`config.mk`:
```
export PLATFORM = sky130hd
export DESIGN_NAME = store_buffer_flat
export DESIGN_NICKNAME = d
export VERILOG_FILES = /design/src/rtl/store_buffer_if.sv /design/src/rtl/store_buffer.sv /design/src/flat_wrapper.sv
export SDC_FILE = /design/constraint.sdc
export NUM_CORES = 1
export LEC_CHECK = 0
export CORE_MARGIN = 3
export CORE_UTILIZATION = 40
export CTS_CLUSTER_DIAMETER = 150
export CTS_CLUSTER_SIZE = 14
export DETAILED_ROUTE_END_ITERATION = 10
export DONT_BUFFER_PORTS = 1
export PLACE_DENSITY_LB_ADDON = 0.3
export RECOVER_POWER = 100
export SLEW_MARGIN = 10
export SYNTH_ARGS = -nofsm -noshare
export SYNTH_HDL_FRONTEND = slang
export SYNTH_SLANG_ARGS = --single-unit
export TNS_END_PERCENT = 10
```
`constraint.sdc`:
```
create_clock -name clk -period 6 [get_ports clk]
set_clock_uncertainty 0.1 [all_clocks]
set_input_delay 0.6 -clock clk [delete_from_list [all_inputs] [get_ports clk]]
set_output_delay 0.6 -clock clk [all_outputs]
set_load 0.02 [all_outputs]
```
`src/rtl/store_buffer_if.sv`:
```
// Pipeline-side bundle of the store buffer: store requests, load requests,
// fence control and the data_memory port driven by the buffer.
interface store_buffer_if #(
    parameter int DEPTH = 4
);
    localparam int CW = $clog2(DEPTH) + 1;

    logic          st_valid;
    logic [31:0]   st_addr;
    logic [31:0]   st_data;
    logic [2:0]    st_type;
    logic          st_ready;

    logic          ld_req;
    logic [31:0]   ld_addr;
    logic [2:0]    ld_type;
    logic          ld_stall;

    logic          fence;
    logic          fence_busy;
    logic [CW-1:0] count;

    logic          store;
    logic [31:0]   direccion;
    logic [31:0]   store_data;
    logic [31:0]   offset;
    logic [2:0]    Type;

    modport master (
        output st_valid, st_addr, st_data, st_type, ld_req, ld_addr, ld_type, fence,
        input  st_ready, ld_stall, fence_busy, count,
               store, direccion, store_data, offset, Type
    );

    modport slave (
        input  st_valid, st_addr, st_data, st_type, ld_req, ld_addr, ld_type, fence,
        output st_ready, ld_stall, fence_busy, count,
               store, direccion, store_data, offset, Type
    );
endinterface

```
`src/rtl/store_buffer.sv`:
```
// Circular store buffer between the MEM stage and data_memory: loads take the
// memory port unless they overlap a pending store, otherwise the head drains.
module store_buffer #(
    parameter int DEPTH = 4
) (
    input logic         clk,
    input logic         rst_n,
    store_buffer_if.slave bus
);
    localparam int AW = $clog2(DEPTH);
    localparam int CW = AW + 1;

    typedef struct packed {
        logic [31:0] addr;
        logic [31:0] data;
        logic [2:0]  typ;
    } entry_t;

    typedef enum logic [1:0] {
        SEL_IDLE,
        SEL_LOAD,
        SEL_DRAIN
    } port_sel_e;

    entry_t        mem [DEPTH];
    logic [AW-1:0] wr_ptr_q;
    logic [AW-1:0] rd_ptr_q;
    logic [CW-1:0] count_q;
    logic [CW-1:0] count_d;
    logic          fence_pending_q;
    logic          fence_pending_d;

    logic          st_ready;
    logic          push;
    logic          pop;
    logic          entry_hit;
    logic          hazard;
    port_sel_e     sel;
    entry_t        head;

    // Readiness depends only on registered state so a full buffer never
    // accepts a store on the same edge its head retires.
    assign st_ready = (count_q < CW'(DEPTH)) && !fence_pending_q;
    assign push     = bus.st_valid && st_ready;
    assign head     = mem[rd_ptr_q];

    // NOTE: every signal assigned in always_comb gets a default first, so no
    // path leaves it unassigned and no latch is inferred.
    always_comb begin
        entry_hit = 1'b0;
        for (int k = 0; k < DEPTH; k++) begin
            if ((CW'(k) < count_q) &&
                (mem[rd_ptr_q + AW'(k)].addr[31:2] == bus.ld_addr[31:2])) begin
                entry_hit = 1'b1;
            end
        end
    end

    assign hazard = bus.ld_req &&
                    (entry_hit || (push && (bus.st_addr[31:2] == bus.ld_addr[31:2])));

    // A non-conflicting load owns the port; otherwise the head store drains,
    // which also guarantees a stalled load eventually sees its store retire.
    always_comb begin
        sel = SEL_IDLE;
        if (bus.ld_req && !hazard) begin
            sel = SEL_LOAD;
        end else if (count_q != '0) begin
            sel = SEL_DRAIN;
        end
    end

    assign pop = (sel == SEL_DRAIN);

    always_comb begin
        bus.store      = 1'b0;
        bus.direccion  = '0;
        bus.store_data = '0;
        bus.Type       = '0;
        unique case (sel)
            SEL_LOAD: begin
                bus.direccion = bus.ld_addr;
                bus.Type      = bus.ld_type;
            end
            SEL_DRAIN: begin
                bus.store      = 1'b1;
                bus.direccion  = head.addr;
                bus.store_data = head.data;
                bus.Type       = head.typ;
            end
            default: ;
        endcase
    end

    assign count_d         = count_q + CW'(push) - CW'(pop);
    assign fence_pending_d = (fence_pending_q || bus.fence) && (count_d != '0);

    // NOTE: sequential state uses non-blocking assignments so every register
    // samples pre-edge values regardless of process ordering.
    always_ff @(posedge clk or negedge rst_n) begin
        if (!rst_n) begin
            wr_ptr_q        <= '0;
            rd_ptr_q        <= '0;
            count_q         <= '0;
            fence_pending_q <= 1'b0;
        end else begin
            if (push) wr_ptr_q <= wr_ptr_q + AW'(1);
            if (pop)  rd_ptr_q <= rd_ptr_q + AW'(1);
            count_q         <= count_d;
            fence_pending_q <= fence_pending_d;
        end
    end

    // NOTE: entry storage has no reset; an entry is only ever read while count
    // marks it occupied, and clearing count on reset discards all of them.
    always_ff @(posedge clk) begin
        if (push) begin
            mem[wr_ptr_q] <= '{addr: bus.st_addr, data: bus.st_data, typ: bus.st_type};
        end
    end

    assign bus.st_ready   = st_ready;
    assign bus.ld_stall   = hazard;
    assign bus.fence_busy = fence_pending_q && (count_q != '0);
    assign bus.count      = count_q;
    assign bus.offset     = '0;
endmodule
```
`src/flat_wrapper.sv`:
```
// flat-port wrapper written by rule: the top's interface ports become plain ports
module store_buffer_flat 
#(
    parameter int DEPTH = 4
)
  (clk, rst_n, bus_st_valid, bus_st_addr, bus_st_data, bus_st_type, bus_ld_req, bus_ld_addr, bus_ld_type, bus_fence, bus_st_ready, bus_ld_stall, bus_fence_busy, bus_count, bus_store, bus_direccion, bus_store_data, bus_offset, bus_Type);
  store_buffer_if #(.DEPTH(DEPTH)) bus_i ();
  input logic clk;
  input logic rst_n;
  input wire logic [$bits(bus_i.st_valid)-1:0] bus_st_valid;
  input wire logic [$bits(bus_i.st_addr)-1:0] bus_st_addr;
  input wire logic [$bits(bus_i.st_data)-1:0] bus_st_data;
  input wire logic [$bits(bus_i.st_type)-1:0] bus_st_type;
  input wire logic [$bits(bus_i.ld_req)-1:0] bus_ld_req;
  input wire logic [$bits(bus_i.ld_addr)-1:0] bus_ld_addr;
  input wire logic [$bits(bus_i.ld_type)-1:0] bus_ld_type;
  input wire logic [$bits(bus_i.fence)-1:0] bus_fence;
  output wire logic [$bits(bus_i.st_ready)-1:0] bus_st_ready;
  output wire logic [$bits(bus_i.ld_stall)-1:0] bus_ld_stall;
  output wire logic [$bits(bus_i.fence_busy)-1:0] bus_fence_busy;
  output wire logic [$bits(bus_i.count)-1:0] bus_count;
  output wire logic [$bits(bus_i.store)-1:0] bus_store;
  output wire logic [$bits(bus_i.direccion)-1:0] bus_direccion;
  output wire logic [$bits(bus_i.store_data)-1:0] bus_store_data;
  output wire logic [$bits(bus_i.offset)-1:0] bus_offset;
  output wire logic [$bits(bus_i.Type)-1:0] bus_Type;
  assign bus_i.st_valid = bus_st_valid;
  assign bus_i.st_addr = bus_st_addr;
  assign bus_i.st_data = bus_st_data;
  assign bus_i.st_type = bus_st_type;
  assign bus_i.ld_req = bus_ld_req;
  assign bus_i.ld_addr = bus_ld_addr;
  assign bus_i.ld_type = bus_ld_type;
  assign bus_i.fence = bus_fence;
  assign bus_st_ready = bus_i.st_ready;
  assign bus_ld_stall = bus_i.ld_stall;
  assign bus_fence_busy = bus_i.fence_busy;
  assign bus_count = bus_i.count;
  assign bus_store = bus_i.store;
  assign bus_direccion = bus_i.direccion;
  assign bus_store_data = bus_i.store_data;
  assign bus_offset = bus_i.offset;
  assign bus_Type = bus_i.Type;
  store_buffer #(.DEPTH(DEPTH)) u_core (.clk(clk), .rst_n(rst_n), .bus(bus_i));
endmodule
```
==> impl_metrics.ini <==
[die]
floorplan.initialDensity = 0.408
die_area_mm2 = 0.0410
core_area_mm2 = 0.0378
die_w_um = 203
floorplan.die.height_um = 203
row_count = 71
num_io_pins = 213

[finish]
drive_gt1_frac = 0.150
area_growth_pct = 8.08
utilization = 0.441
diode_insertion_count_for_antenna_repair = 0
nNetsFinal = 1161
total_non_filler_cell_area_in_the_finished_layout_mm2 = 0.0167
finish.cell_count_without_fillers = 1573

[global_routing]
use_met2 = 0.319
globalRouteTotalUtil = 0.200
global_route.overflow_total = 0
initial_antenna_violation_count = 1
groute.layer.met1.usage = 0.269
busiest_layer = met2
global_route_wire_length_before_repair_mm = 61.6
grt_use_met3 = 0.0653
grt_max_degree = 49
first_global_vias = 9201

[pwr]
power.net_switching_mw = 2.68
power_frac_seq = 0.345
vdd_ir_drop_max_mv = 0.252
internal_power_mw = 4.43
power.density_mw_per_mm2 = 426
comb_power_share = 0.448
static-leakage-power_nw = 5.71
power.switching_fraction = 0.376
power.clock.fraction = 0.206

[setup_path]
cp-start-kind = register
critPathKind = reg2out
worstRegToRegCells = 13
crit-reg2reg-capture = u_core.fence_pending_q
timing.rr.start = u_core.rd_ptr_q[0]
crit_path_end_kind = primary output
timing.critical_path.fanout_max = 43
worst-endpoint-required_ns = 5.30
regToRegSetupSlack_ns = 0.87
critical_path_arrival_ns = 4.99

[drt]
final_antenna_net_count = 0
drtPass1Iterations = 7
drt_first_iter_violations = 736
viasPerCell = 5.67
wl_per_cell_um = 26.6
overall_via_count_from_detail_route = 8916
detail_route.wirelength_mm = 41.8
detail_route.drc_violations = 0

[cts]
clkSinkCount = 276
clockRootBuffer = sky130_fd_sc_hd__clkbuf_16
clk_latency_ns = 0.57
htree_levels = 1
cts_inserted_buffers = 23
cts_tree = yes
clk_pin_slew_ns = 0.07
cts.path.max_buffers = 3

[timing]
final_min_period_over_clock_period = 0.948
hold_violations = 0
timing.final.crit_period_ns = 5.69
finalSetupTns_ns = 0
grt_setup_unrepaired = no
final-setup-viol-count = 0
tightestPinTransition_ns = 1.84
headroom_to_the_max_slew_limit = -0.226
finalMaxSlewViolations = 164
finalHoldWorstSlack_ns = 0.0313
fmax_mhz = 176

[synthesis]
synth_flop_cell = sky130_fd_sc_hd__edfxtp_1
synthDominantCellAreaShare = 0.521
synth.top_cells.by_area = sky130_fd_sc_hd__edfxtp_1 52%, sky130_fd_sc_hd__mux4_2 12%, sky130_fd_sc_hd__mux2i_1 9.2%
post_synth_instance_area_mm2 = 0.0154
synth-seq-area-share = 0.534
top_cell_type_by_total_area_after_synthesis = sky130_fd_sc_hd__edfxtp_1
postSynthCellCount = 1048
edff_count_synth = 268
ys_seq_elements = 276
ys_warn_count = 0
synthesis.area_per_instance_um2 = 14.7
ys_types = 61
async_flop_share = 0.0290

[worst_hold_path]
worst_hold_path.endpoint = u_core.mem[2][37]
min-delay-path-class = in2reg
hold-path-cell-count = 0
hold_start = bus_st_addr[2]

[job]
cap_violations = 4

[run_status]
run_status = finished with violations
failing_checks = capacitance limit, slew limit

[placement]
post-place-cells = 1507
hpwl_mm = 29.2
count_of_port_buffers_added_during_placement = 0
postPlaceCellArea_mm2 = 0.0159
gp_routability_congestion = 0.903
-- cell families after synthesis --
kind of cell / count (synthesis) / share of synthesized area
buf+inv: 140 / 0.0483
simple gates: 158 / 0.0565
flops: 276 / 0.534
xor+xnor: 148 / 0.0839
compound gates: 56 / 0.0282
mux: 260 / 0.241
other cells: 1 / 0.000243
fa+ha+maj: 9 / 0.00778
-- stage by stage --
step / total power, mW / setup slack [ns]
CTS: 7.21 / 0.270
global route: 7.48 / 0.0226
finish: 7.11 / 0.312
detailed placement: 5.71 / 0.904
floorplan: 5.02 / 1.60
global placement: 5.72 / 1.02
-- registers in the layout (all words and copies together), names as in the netlist --
signal / flops
u_core.fence_pending_q: 1
u_core.bus.count: 3
u_core.mem: 268
u_core.rd_ptr_q: 2
u_core.wr_ptr_q: 2
-- per-layer routing --
layer  vias to the layer above  part of all wire
met1                      4552              0.41
li1                       3935                 -
met3                        59             0.093
met2                       368              0.47
met5                         -           0.00041
met4                         2             0.026
-- layout by cell type, fill, tap and decap left out, types with 8 or more instances in the layout --
master / count
sky130_fd_sc_hd__nor2b_1: 34
sky130_fd_sc_hd__clkbuf_16: 23
sky130_fd_sc_hd__edfxtp_1: 268
sky130_fd_sc_hd__xnor2_1: 122
sky130_fd_sc_hd__mux2_2: 22
sky130_fd_sc_hd__mux4_2: 84
sky130_fd_sc_hd__clkbuf_1: 22
sky130_fd_sc_hd__nand2_1: 39
sky130_fd_sc_hd__buf_4: 9
sky130_fd_sc_hd__mux2i_1: 142
sky130_fd_sc_hd__nand4_1: 23
sky130_fd_sc_hd__mux2_1: 11
sky130_fd_sc_hd__conb_1: 32
sky130_fd_sc_hd__a211oi_1: 8
sky130_fd_sc_hd__ha_1: 8
sky130_fd_sc_hd__xor2_1: 26
sky130_fd_sc_hd__dlygate4sd3_1: 24
sky130_fd_sc_hd__nor4_1: 16
sky130_fd_sc_hd__nor2_1: 12
sky130_fd_sc_hd__inv_1: 30
-- power by group through the flow --
| stage | Combinational [mW] | Clock [mW] | Sequential, mW |
|---|---|---|---|
| after floorplan | 2.69 | 0 | 2.33 |
| after global placement | 3.23 | 0 | 2.49 |
| after CTS | 3.24 | 1.51 | 2.46 |
| after detailed placement | 3.21 | 0 | 2.50 |
| final | 3.19 | 1.47 | 2.45 |
| after global routing | 3.41 | 1.59 | 2.48 |
-- cells in the mapped netlist, types with 2 or more instances --
cell type / count
sky130_fd_sc_hd__nor4_1: 16
sky130_fd_sc_hd__ha_1: 8
sky130_fd_sc_hd__o211ai_1: 2
sky130_fd_sc_hd__mux2_4: 8
sky130_fd_sc_hd__nand4_1: 23
sky130_fd_sc_hd__dfrtp_1: 8
sky130_fd_sc_hd__a22oi_1: 3
sky130_fd_sc_hd__buf_2: 20
sky130_fd_sc_hd__o22ai_1: 5
sky130_fd_sc_hd__a21oi_1: 7
sky130_fd_sc_hd__nor3_1: 5
sky130_fd_sc_hd__edfxtp_1: 268
sky130_fd_sc_hd__mux2_2: 26
sky130_fd_sc_hd__xor2_1: 26
sky130_fd_sc_hd__inv_1: 30
sky130_fd_sc_hd__and3_1: 5
sky130_fd_sc_hd__nand2b_1: 2
sky130_fd_sc_hd__clkinv_1: 2
sky130_fd_sc_hd__mux2i_1: 142
sky130_fd_sc_hd__mux4_2: 84
sky130_fd_sc_hd__buf_6: 4
sky130_fd_sc_hd__o31ai_1: 4
sky130_fd_sc_hd__nand3_1: 6
sky130_fd_sc_hd__o2111ai_1: 3
sky130_fd_sc_hd__xnor2_1: 122
sky130_fd_sc_hd__nor2b_1: 34
sky130_fd_sc_hd__a22o_1: 2
sky130_fd_sc_hd__clkbuf_1: 36
sky130_fd_sc_hd__a211oi_1: 8
sky130_fd_sc_hd__nand2_1: 39
sky130_fd_sc_hd__buf_4: 44
sky130_fd_sc_hd__a2111oi_0: 2
sky130_fd_sc_hd__a2111o_1: 2
sky130_fd_sc_hd__nor2_1: 12
sky130_fd_sc_hd__o21ai_0: 6
sky130_fd_sc_hd__and2_1: 7
sky130_fd_sc_hd__buf_1: 3
-- worst max-delay path by stage --
stage / startpoint / endpoint / slack, ns / cells after the start
after detailed placement: u_core.rd_ptr_q[0] / bus_direccion[31] / 0.90 / 10
final: u_core.rd_ptr_q[0] / bus_direccion[1] / 0.31 / 10
after CTS: u_core.rd_ptr_q[0] / bus_direccion[31] / 0.27 / 10
after global placement: u_core.rd_ptr_q[0] / bus_direccion[28] / 1.02 / 9
after global routing: u_core.rd_ptr_q[0] / bus_Type[2] / 0.02 / 10
after floorplan: u_core.rd_ptr_q[0] / u_core.fence_pending_q / 1.60 / 16
-- cell type report --
class                      count  area [µm²]
multi-input combinational    663        6540
clock buffer                  40         639
clock inverter                 2        50.0
tap                          511         639
inverter                      33         124
sequential                   276        8260
timing repair buffer          48         452
fill                        3409       21100
-- critical path: stages, from the launching register on --
cell and delay, ns:
sky130_fd_sc_hd__dfrtp_4 0.94, sky130_fd_sc_hd__inv_2 0.40, sky130_fd_sc_hd__buf_4 0.32, sky130_fd_sc_hd__mux2_1 0.38, sky130_fd_sc_hd__o221a_2 0.26, sky130_fd_sc_hd__o21ai_0 0.08, sky130_fd_sc_hd__nor4_1 0.07, sky130_fd_sc_hd__a22o_1 0.31
sky130_fd_sc_hd__nor2_4 0.68, sky130_fd_sc_hd__clkbuf_2 0.41, sky130_fd_sc_hd__mux2i_1 0.51
-- timing repair --
action	4_1_cts	5_1_grt
gates resized for setup	0	0
endpoints found under the hold margin	68	7
hold buffers	21	3
buffers inserted	0	0
Note: power is estimated with default switching activity, not from simulation.
